### src/rtl/gpu_reg_initiator.sv
// rtl/gpu_reg_initiator.sv - register-ring initiator issuing single write/read/poll commands to the GPU responder
module gpu_reg_initiator #(
    parameter int                           UDP_REG_SRC_WIDTH = 2,
    parameter logic [UDP_REG_SRC_WIDTH-1:0] SRC_ID            = 2'd1,
    parameter logic [7:0]                   GPU_ADDR_PREFIX   = 8'h7F,
    parameter int                           TIMEOUT           = 255,
    parameter int                           POLL_MAX          = 1024
) (
    input  logic                         clk,
    input  logic                         reset_n,
    input  logic                         cmd_valid,
    output logic                         cmd_ready,
    input  logic [1:0]                   cmd_op,
    input  logic [7:0]                   cmd_off,
    input  logic [31:0]                  cmd_data,
    input  logic [31:0]                  cmd_mask,
    output logic                         rsp_valid,
    output logic [31:0]                  rsp_data,
    output logic [1:0]                   rsp_status,
    input  logic                         reg_req_in,
    input  logic                         reg_ack_in,
    input  logic                         reg_rd_wr_L_in,
    input  logic [22:0]                  reg_addr_in,
    input  logic [31:0]                  reg_data_in,
    input  logic [UDP_REG_SRC_WIDTH-1:0] reg_src_in,
    output logic                         reg_req_out,
    output logic                         reg_ack_out,
    output logic                         reg_rd_wr_L_out,
    output logic [22:0]                  reg_addr_out,
    output logic [31:0]                  reg_data_out,
    output logic [UDP_REG_SRC_WIDTH-1:0] reg_src_out
);
    localparam logic [1:0]  OP_WR      = 2'd0;
    localparam logic [1:0]  OP_POLL    = 2'd2;
    localparam logic [1:0]  OP_NOP     = 2'd3;
    localparam logic [1:0]  ST_OK      = 2'd0;
    localparam logic [1:0]  ST_NACK    = 2'd1;
    localparam logic [1:0]  ST_TMO     = 2'd2;
    localparam logic [1:0]  ST_EXH     = 2'd3;
    localparam logic [7:0]  TIMEOUT_C  = 8'(TIMEOUT);
    localparam logic [10:0] POLL_MAX_C = 11'(POLL_MAX);

    typedef enum logic [1:0] {S_IDLE, S_ISSUE, S_WAIT, S_DONE} state_t;

    state_t                         state_q;
    logic [1:0]                     op_q;
    logic [7:0]                     off_q;
    logic [31:0]                    wdata_q;
    logic [31:0]                    mask_q;
    logic [31:0]                    rdata_q;
    logic [1:0]                     status_q;
    logic [7:0]                     tmo_q;
    logic [10:0]                    poll_q;
    logic                           req_out_q;
    logic                           ack_out_q;
    logic                           rd_wr_L_out_q;
    logic [22:0]                    addr_out_q;
    logic [31:0]                    data_out_q;
    logic [UDP_REG_SRC_WIDTH-1:0]   src_out_q;
    logic                           rsp_valid_q;
    logic [31:0]                    rsp_data_q;
    logic [1:0]                     rsp_status_q;

    logic                           own_in;
    logic                           poll_hit;
    logic [7:0]                     tmo_d;
    logic [10:0]                    poll_d;

    assign own_in   = reg_req_in && (reg_src_in == SRC_ID);
    assign poll_hit = ((reg_data_in & mask_q) == (wdata_q & mask_q));
    assign tmo_d    = tmo_q + 8'd1;
    assign poll_d   = poll_q + 11'd1;

    always_ff @(posedge clk or negedge reset_n) begin
        if (!reset_n) begin
            state_q       <= S_IDLE;
            op_q          <= 2'd0;
            off_q         <= 8'd0;
            wdata_q       <= 32'd0;
            mask_q        <= 32'd0;
            rdata_q       <= 32'd0;
            status_q      <= ST_OK;
            tmo_q         <= 8'd0;
            poll_q        <= 11'd0;
            req_out_q     <= 1'b0;
            ack_out_q     <= 1'b0;
            rd_wr_L_out_q <= 1'b0;
            addr_out_q    <= 23'd0;
            data_out_q    <= 32'd0;
            src_out_q     <= '0;
            rsp_valid_q   <= 1'b0;
            rsp_data_q    <= 32'd0;
            rsp_status_q  <= ST_OK;
        end else begin
            // Own transactions terminate here in every state; everything else passes through.
            if (own_in) begin
                req_out_q     <= 1'b0;
                ack_out_q     <= 1'b0;
                rd_wr_L_out_q <= 1'b0;
                addr_out_q    <= 23'd0;
                data_out_q    <= 32'd0;
                src_out_q     <= '0;
            end else begin
                req_out_q     <= reg_req_in;
                ack_out_q     <= reg_ack_in;
                rd_wr_L_out_q <= reg_rd_wr_L_in;
                addr_out_q    <= reg_addr_in;
                data_out_q    <= reg_data_in;
                src_out_q     <= reg_src_in;
            end
            rsp_valid_q  <= 1'b0;
            rsp_data_q   <= 32'd0;
            rsp_status_q <= ST_OK;

            case (state_q)
                S_IDLE: begin
                    if (cmd_valid) begin
                        op_q     <= cmd_op;
                        off_q    <= cmd_off;
                        wdata_q  <= cmd_data;
                        mask_q   <= cmd_mask;
                        rdata_q  <= 32'd0;
                        status_q <= ST_OK;
                        poll_q   <= 11'd0;
                        state_q  <= (cmd_op == OP_NOP) ? S_DONE : S_ISSUE;
                    end
                end
                S_ISSUE: begin
                    if (!reg_req_in) begin
                        req_out_q     <= 1'b1;
                        ack_out_q     <= 1'b0;
                        rd_wr_L_out_q <= (op_q != OP_WR);
                        addr_out_q    <= {GPU_ADDR_PREFIX, 7'b0, off_q};
                        data_out_q    <= (op_q == OP_WR) ? wdata_q : 32'd0;
                        src_out_q     <= SRC_ID;
                        tmo_q         <= 8'd0;
                        state_q       <= S_WAIT;
                    end
                end
                S_WAIT: begin
                    tmo_q <= tmo_d;
                    // A return wins over a timeout expiring in the same cycle.
                    if (own_in) begin
                        if (!reg_ack_in) begin
                            status_q <= ST_NACK;
                            state_q  <= S_DONE;
                        end else begin
                            if (op_q != OP_WR) rdata_q <= reg_data_in;
                            if (op_q == OP_POLL && !poll_hit) begin
                                poll_q <= poll_d;
                                if (poll_d < POLL_MAX_C) begin
                                    state_q <= S_ISSUE;
                                end else begin
                                    status_q <= ST_EXH;
                                    state_q  <= S_DONE;
                                end
                            end else begin
                                state_q <= S_DONE;
                            end
                        end
                    end else if (tmo_d == TIMEOUT_C) begin
                        status_q <= ST_TMO;
                        state_q  <= S_DONE;
                    end
                end
                S_DONE: begin
                    rsp_valid_q  <= 1'b1;
                    rsp_data_q   <= rdata_q;
                    rsp_status_q <= status_q;
                    state_q      <= S_IDLE;
                end
                default: state_q <= S_IDLE;
            endcase
        end
    end

    assign cmd_ready       = (state_q == S_IDLE);
    assign rsp_valid       = rsp_valid_q;
    assign rsp_data        = rsp_data_q;
    assign rsp_status      = rsp_status_q;
    assign reg_req_out     = req_out_q;
    assign reg_ack_out     = ack_out_q;
    assign reg_rd_wr_L_out = rd_wr_L_out_q;
    assign reg_addr_out    = addr_out_q;
    assign reg_data_out    = data_out_q;
    assign reg_src_out     = src_out_q;
endmodule

### config.mk
export PLATFORM = sky130hd
export DESIGN_NAME = gpu_reg_initiator
export DESIGN_NICKNAME = d
export VERILOG_FILES = /design/src/rtl/gpu_reg_initiator.sv
export SDC_FILE = /design/constraint.sdc
export NUM_CORES = 1
export LEC_CHECK = 0
export CAP_MARGIN = 20
export CORE_UTILIZATION = 45
export CTS_BUF_LIST = sky130_fd_sc_hd__clkbuf_2 sky130_fd_sc_hd__clkbuf_4 sky130_fd_sc_hd__clkbuf_8
export DETAILED_ROUTE_END_ITERATION = 6
export PLACE_DENSITY = 0.87
export SYNTH_ARGS = -nofsm -noshare
export SYNTH_HDL_FRONTEND = slang
export SYNTH_SLANG_ARGS = --single-unit
### constraint.sdc
create_clock -name clk -period 2.45 [get_ports clk]
set_input_delay 0.245 -clock clk [delete_from_list [all_inputs] [get_ports clk]]
set_output_delay 0.245 -clock clk [all_outputs]
set_load 0.01 [all_outputs]
After elaboration in Yosys (flattened, before gate mapping)

Cells that the tools add are included.

Bits in registers: 224
Output and inout bits: 96
Input bits: 137

Bitwise logic cells: 2
Magnitude comparators: 1
Multiplexer cells: 50
Reduce and logical (&&, ||, !) cells: 14
Equality and inequality tests: 17
$add $sub $neg: 2

Operators with widths:

| cell                                                                  | count |
|---|---|
| 32-bit 2-to-1 mux                                                     | 9 |
| 23-bit 2-to-1 mux                                                     | 3 |
| 32-bit bitwise AND                                                    | 2 |
| 32-bit case mux with 2 select lines                                   | 1 |
| 11-bit 2-to-1 mux                                                     | 4 |
| 2-bit 2-to-1 mux                                                      | 18 |
| 32-bit equality test                                                  | 1 |
| 11-bit case mux with 2 select lines                                   | 1 |
| 8-bit case mux with 2 select lines                                    | 1 |
| 5-bit AND reduction                                                   | 3 |
| 2-bit inequality test, second input constant                          | 6 |
| 11-bit by 1-bit adder with 11-bit output, second input constant       | 1 |
| 11-bit less-than comparator, second input constant                    | 1 |
| 1-bit 2-to-1 mux                                                      | 10 |
| 8-bit by 1-bit adder with 8-bit output, second input constant         | 1 |
| 2-bit equality test, second input constant                            | 4 |
| 8-bit equality test, second input constant                            | 1 |
| 8-bit 2-to-1 mux                                                      | 1 |
| 4-bit inequality test, second input constant                          | 2 |
| 2-bit case mux with 4 select lines                                    | 1 |
| 2-bit nonzero test                                                    | 3 |
| 2-bit by 1-bit equality test with 1-bit output, second input constant | 2 |
| 2-bit zero test                                                       | 2 |
| 2-bit case mux with 2 select lines                                    | 1 |
| other kinds (5)                                                       | 7 |

Logic depth before layout (Yosys ltp)

Gate-level depths: netlist of the first run.

Word-level depth: 8
Depth in mapped cells: 8
Depth with buffers taken out: 7

Worst setup path after synthesis of the first run

Ideal clock, no wire load.

Path type: reg-to-reg
Start point: register state_q[1]
End point: register poll_q[7]
Required time: 2372 ps
Clock period less this slack: 1777 ps
Setup slack: 673 ps
Cell stages (with the launch flop): 7
Buffers on the path: 0
Arrival: 1699 ps
Cell sequence: dfrtp_1 -> nor2_1 -> and2_1 -> a21oi_1 -> or3_1 -> or3_1 -> a21oi_1

Longest elaborated chain between the ends: 3

Ends and longest elaborated chain:

| item                                                                  | line | source |
|---|---|---|
| start: declaration                                                    | 45   | `state_t state_q;` |
| start signal: assignment                                              | 125  | `state_q <= (cmd_op == OP_NOP) ? S_DONE : S_ISSUE;` |
| 2-bit zero test *                                                     | --   |  |
| net cmd_ready                                                         | 12   | `output logic cmd_ready,` |
| 2-bit inequality test (no line) or 2-bit nonzero test (tied branches) | --   |  |
| 5-bit AND reduction (no line)                                         | --   |  |
| end signal: assignment                                                | 150  | `poll_q <= poll_d;` |
| end: declaration                                                      | 53   | `logic [10:0] poll_q;` |

The timed path passes the listed nets; every way through them passes the cells marked *.
A chain may end at the register's enable or synchronous reset.

Worst setup path in the final report of the first run

Start point: register state_q[0]
End point: output cmd_ready

Longest elaborated chain between the ends: 1

Ends and longest elaborated chain:

| item             | line | source |
|---|---|---|
| 2-bit zero test  | 177  | `assign cmd_ready = (state_q == S_IDLE);` |
| end: declaration | 12   |  |

Every way passes these cells.

==> results_dict.tcl, run 1 <==
set metrics [dict create \
    dieArea_sq_um 20500 \
    io_pins 233 \
    final_antenna_net_count 0 \
    port_buffers 232 \
    grt_pass1_wl_microns 39000 \
    hold_viol 0 \
    r2r_start "state_q[0]" \
    die_width_microns 143 \
    cts-resized-gates 0 \
    synth-compound-area-share 0.111 \
    synth_cells 869 \
    worst_slack_ns 0.314 \
    initial_core_util 0.459 \
    cts_buffers 37 \
    yosysWarnings 0 \
    antenna_cells 0 \
    antenna_found_initial 1 \
    max_cap_violations 0 \
    clockBufferDepth 3 \
    synthSimpleGateAreaFrac 0.199 \
    nNetsFinal 1254 \
    crit_arrival_ns 1.89 \
    finalCritPeriodShare 0.872 \
    p_sw_mw 4.49 \
    path_max_fanout 7 \
    area_growth_pct 39.2 \
    cts_root_buffer "clkbuf_8" \
    startpoint "state_q[0]" \
    ir_worst_vdd_uv 552 \
    synth_mux_area_frac 0.00223 \
    synth_top_family_by_area "simple AND/OR/NAND/NOR gates" \
    slew_violations 0 \
    comb_power_share 0.308 \
    p_leak_nw 5.96 \
    drive_gt1_frac 0.0870 \
    die_y_microns 143 \
    worstSetupEndpointType "primary output" \
    grt_pass1_vias 7462 \
    place_area_sq_um 11700 \
    worstPathRequired_ns 2.20 \
    synthTopCellsByArea "dfrtp_1 (63%), nand2_1 (13%), a22o_1 (3.9%)" \
    min_period_ns 2.14 \
    yosys.area_share.adder 0.00419 \
    final_cell_area_sq_um 12500 \
    grt_max_degree 85 \
    viasPerCell 5.26 \
    synth_seq_cells 224 \
    syn-num-nets 1009 \
    p_int_mw 8.39 \
    hold_slack_ns 0.239 \
    fin_total_pwr_mw 12.9 \
    finalSetupViolCount 0 \
    synth_xor_area_frac 0.0342 \
    drcViolationCount 0 \
    cts_tree "yes" \
    critPathLaunchType "register" \
    synth_top_area_cell "dfrtp_1" \
    max_slew_margin 0.389 \
    synth_edf_count 0 \
    share_seq_of_total_power 0.431 \
    globalplace.congestion 0.855 \
    rows 51 \
    cts.sinks 224 \
    dp_slack_ns 0.0348 \
    tightest_slew_ns 0.915 \
    ys_types 47 \
    drtIter0Drc 403 \
    rsz0062_at_grt "no" \
    status "complete, no violations" \
    crit_type "register to primary output" \
    via_count 7373 \
    p_per_area_nw_per_um2 1030 \
    hpwlAfterDp_microns 16800 \
    avgRoutedWirePerCell_microns 17.7 \
    synthArstFlopShare 1.00 \
    path_clk_slew_ns 0.06 \
    skew_ns 0.0193 \
    avgSynthCellArea_sq_um 10.3 \
    coreArea_sq_um 19500 \
    yosysSeqAreaShare 0.625 \
    synth_top_area_frac 0.625 \
    fmax_mhz 468 \
    htree_num_levels 2 \
    dr.pass1.iters 5 \
    syn-cell-area_sq_um 8970 \
    switching_share 0.349 \
    yosysMostFrequentCell "nand2_1" \
    drt-total-wl_microns 24800 \
    hold_class "input pin to async pin" \
    clk_latency_ns 0.52 \
    grt_overflow 0 \
    finalSetupTns_ns 0 \
    track_usage 0.249 \
    synth-main-ff-cell "dfrtp_1" \
    synthTopCellsByCount "nand2_1 (303), dfrtp_1 (224), o21ai_0 (45)" \
    clock_power_share 0.260 \
]
## layout by cell type (no fill, tap or decap), types with 9 or more instances in the layout
master / n
nand2_1: 302
clkdlybuf4s50_1: 231
dfrtp_1: 224
clkbuf_8: 48
o21ai_0: 45
a22o_1: 40
and3_1: 37
xor2_1: 34
buf_4: 18
a22oi_1: 16
a21oi_1: 14
nor2_1: 13
and2_1: 10
a21o_1: 9
nand4_1: 9
clkbuf_4: 9
## critical path: stages, from the launching register on
cell and delay (ns):
dfrtp_1 0.48, nor2_1 0.31, clkdlybuf4s50_1 0.60
## worst paths after layout
| check | endpoint | slack (ns) | depth (start not counted) |
|---|---|---|---|
| max in group asynchronous | state_q[0] | 1.33 | 3 |
| min in group clk | mask_q[6] | 0.25 | 3 |
| worst min register to register | rdata_q[27] | 0.47 | 2 |
| worst min-delay path | rdata_q[21] | 0.24 | 2 |
| worst max-delay path | cmd_ready | 0.31 | 2 |
| worst max register to register | poll_q[7] | 0.41 | 6 |
## power by group through the flow
stage / combinational (mW) / sequential, mW / clock (mW)
after floorplan: 2.12 / 5.53 / 0
after global placement: 3.81 / 5.54 / 0
after detailed placement: 3.94 / 5.60 / 0
after CTS: 3.98 / 5.54 / 3.42
after global routing: 4.41 / 5.68 / 3.59
final: 3.97 / 5.55 / 3.35
## cells by family after synthesis
logic type	after synthesis
AND/OR/NAND/NOR	408
multiplexers	2
adder cells (fa/ha/maj)	3
AO/OA/AOI/OAI	143
flip-flops	224
buffers and inverters	54
XOR/XNOR	35
## timing repair
item,CTS,global route
endpoints found under the setup margin,0,0
buffers inserted,0,0
hold endpoints to repair,54,0
hold buffers,1,0
## per-layer routing
| metal | part of all wire | global-route usage | up-vias |
|---|---|---|---|
| met4 | 0.042 | 0.130 | 2 |
| met5 | 0.00052 | 0 | - |
| li1 | - | - | 3403 |
| met3 | 0.079 | 0.0530 | 67 |
| met2 | 0.48 | 0.398 | 344 |
| met1 | 0.40 | 0.319 | 3557 |
## flip-flops by register name, summed over array words and instances, names as in the netlist, 2 cells and up
name	cells
op_q	2
rsp_data	32
wdata_q	32
tmo_q	8
reg_data_out	32
poll_q	11
state_q	2
status_q	2
off_q	8
rsp_status	2
mask_q	32
rdata_q	32
reg_src_out	2
reg_addr_out	23
## through the flow
stage,cells,util
2_1_floorplan,869,-
3_3_place_gp,1339,0.599
3_5_place_dp,1339,0.599
4_1_cts,1403,0.639
5_1_grt,1403,0.639
6_report,1403,0.639
## cell type report
cell class,count,area [sq um]
Fill cell,1518,7050
Sequential cell,224,5610
Multi-Input combinational cell,591,3190
Timing Repair Buffer,256,2570
Clock buffer,57,728
Tap cell,265,332
Clock inverter,6,40.0
Inverter,4,15.0
(Power assumes the default switching activity.)
==> inputs of run 2 (changes only) <==
--- a/config.mk
+++ b/config.mk
@@ -8,6 +8,7 @@
 export CAP_MARGIN = 20
 export CORE_UTILIZATION = 45
 export CTS_BUF_LIST = sky130_fd_sc_hd__clkbuf_2 sky130_fd_sc_hd__clkbuf_4 sky130_fd_sc_hd__clkbuf_8
+export CTS_CLUSTER_SIZE = 28
 export DETAILED_ROUTE_END_ITERATION = 6
 export PLACE_DENSITY = 0.87
 export SYNTH_ARGS = -nofsm -noshare
==> results of run 2 <==
The final DEF is identical to that of run 1; final timing and power are the same.
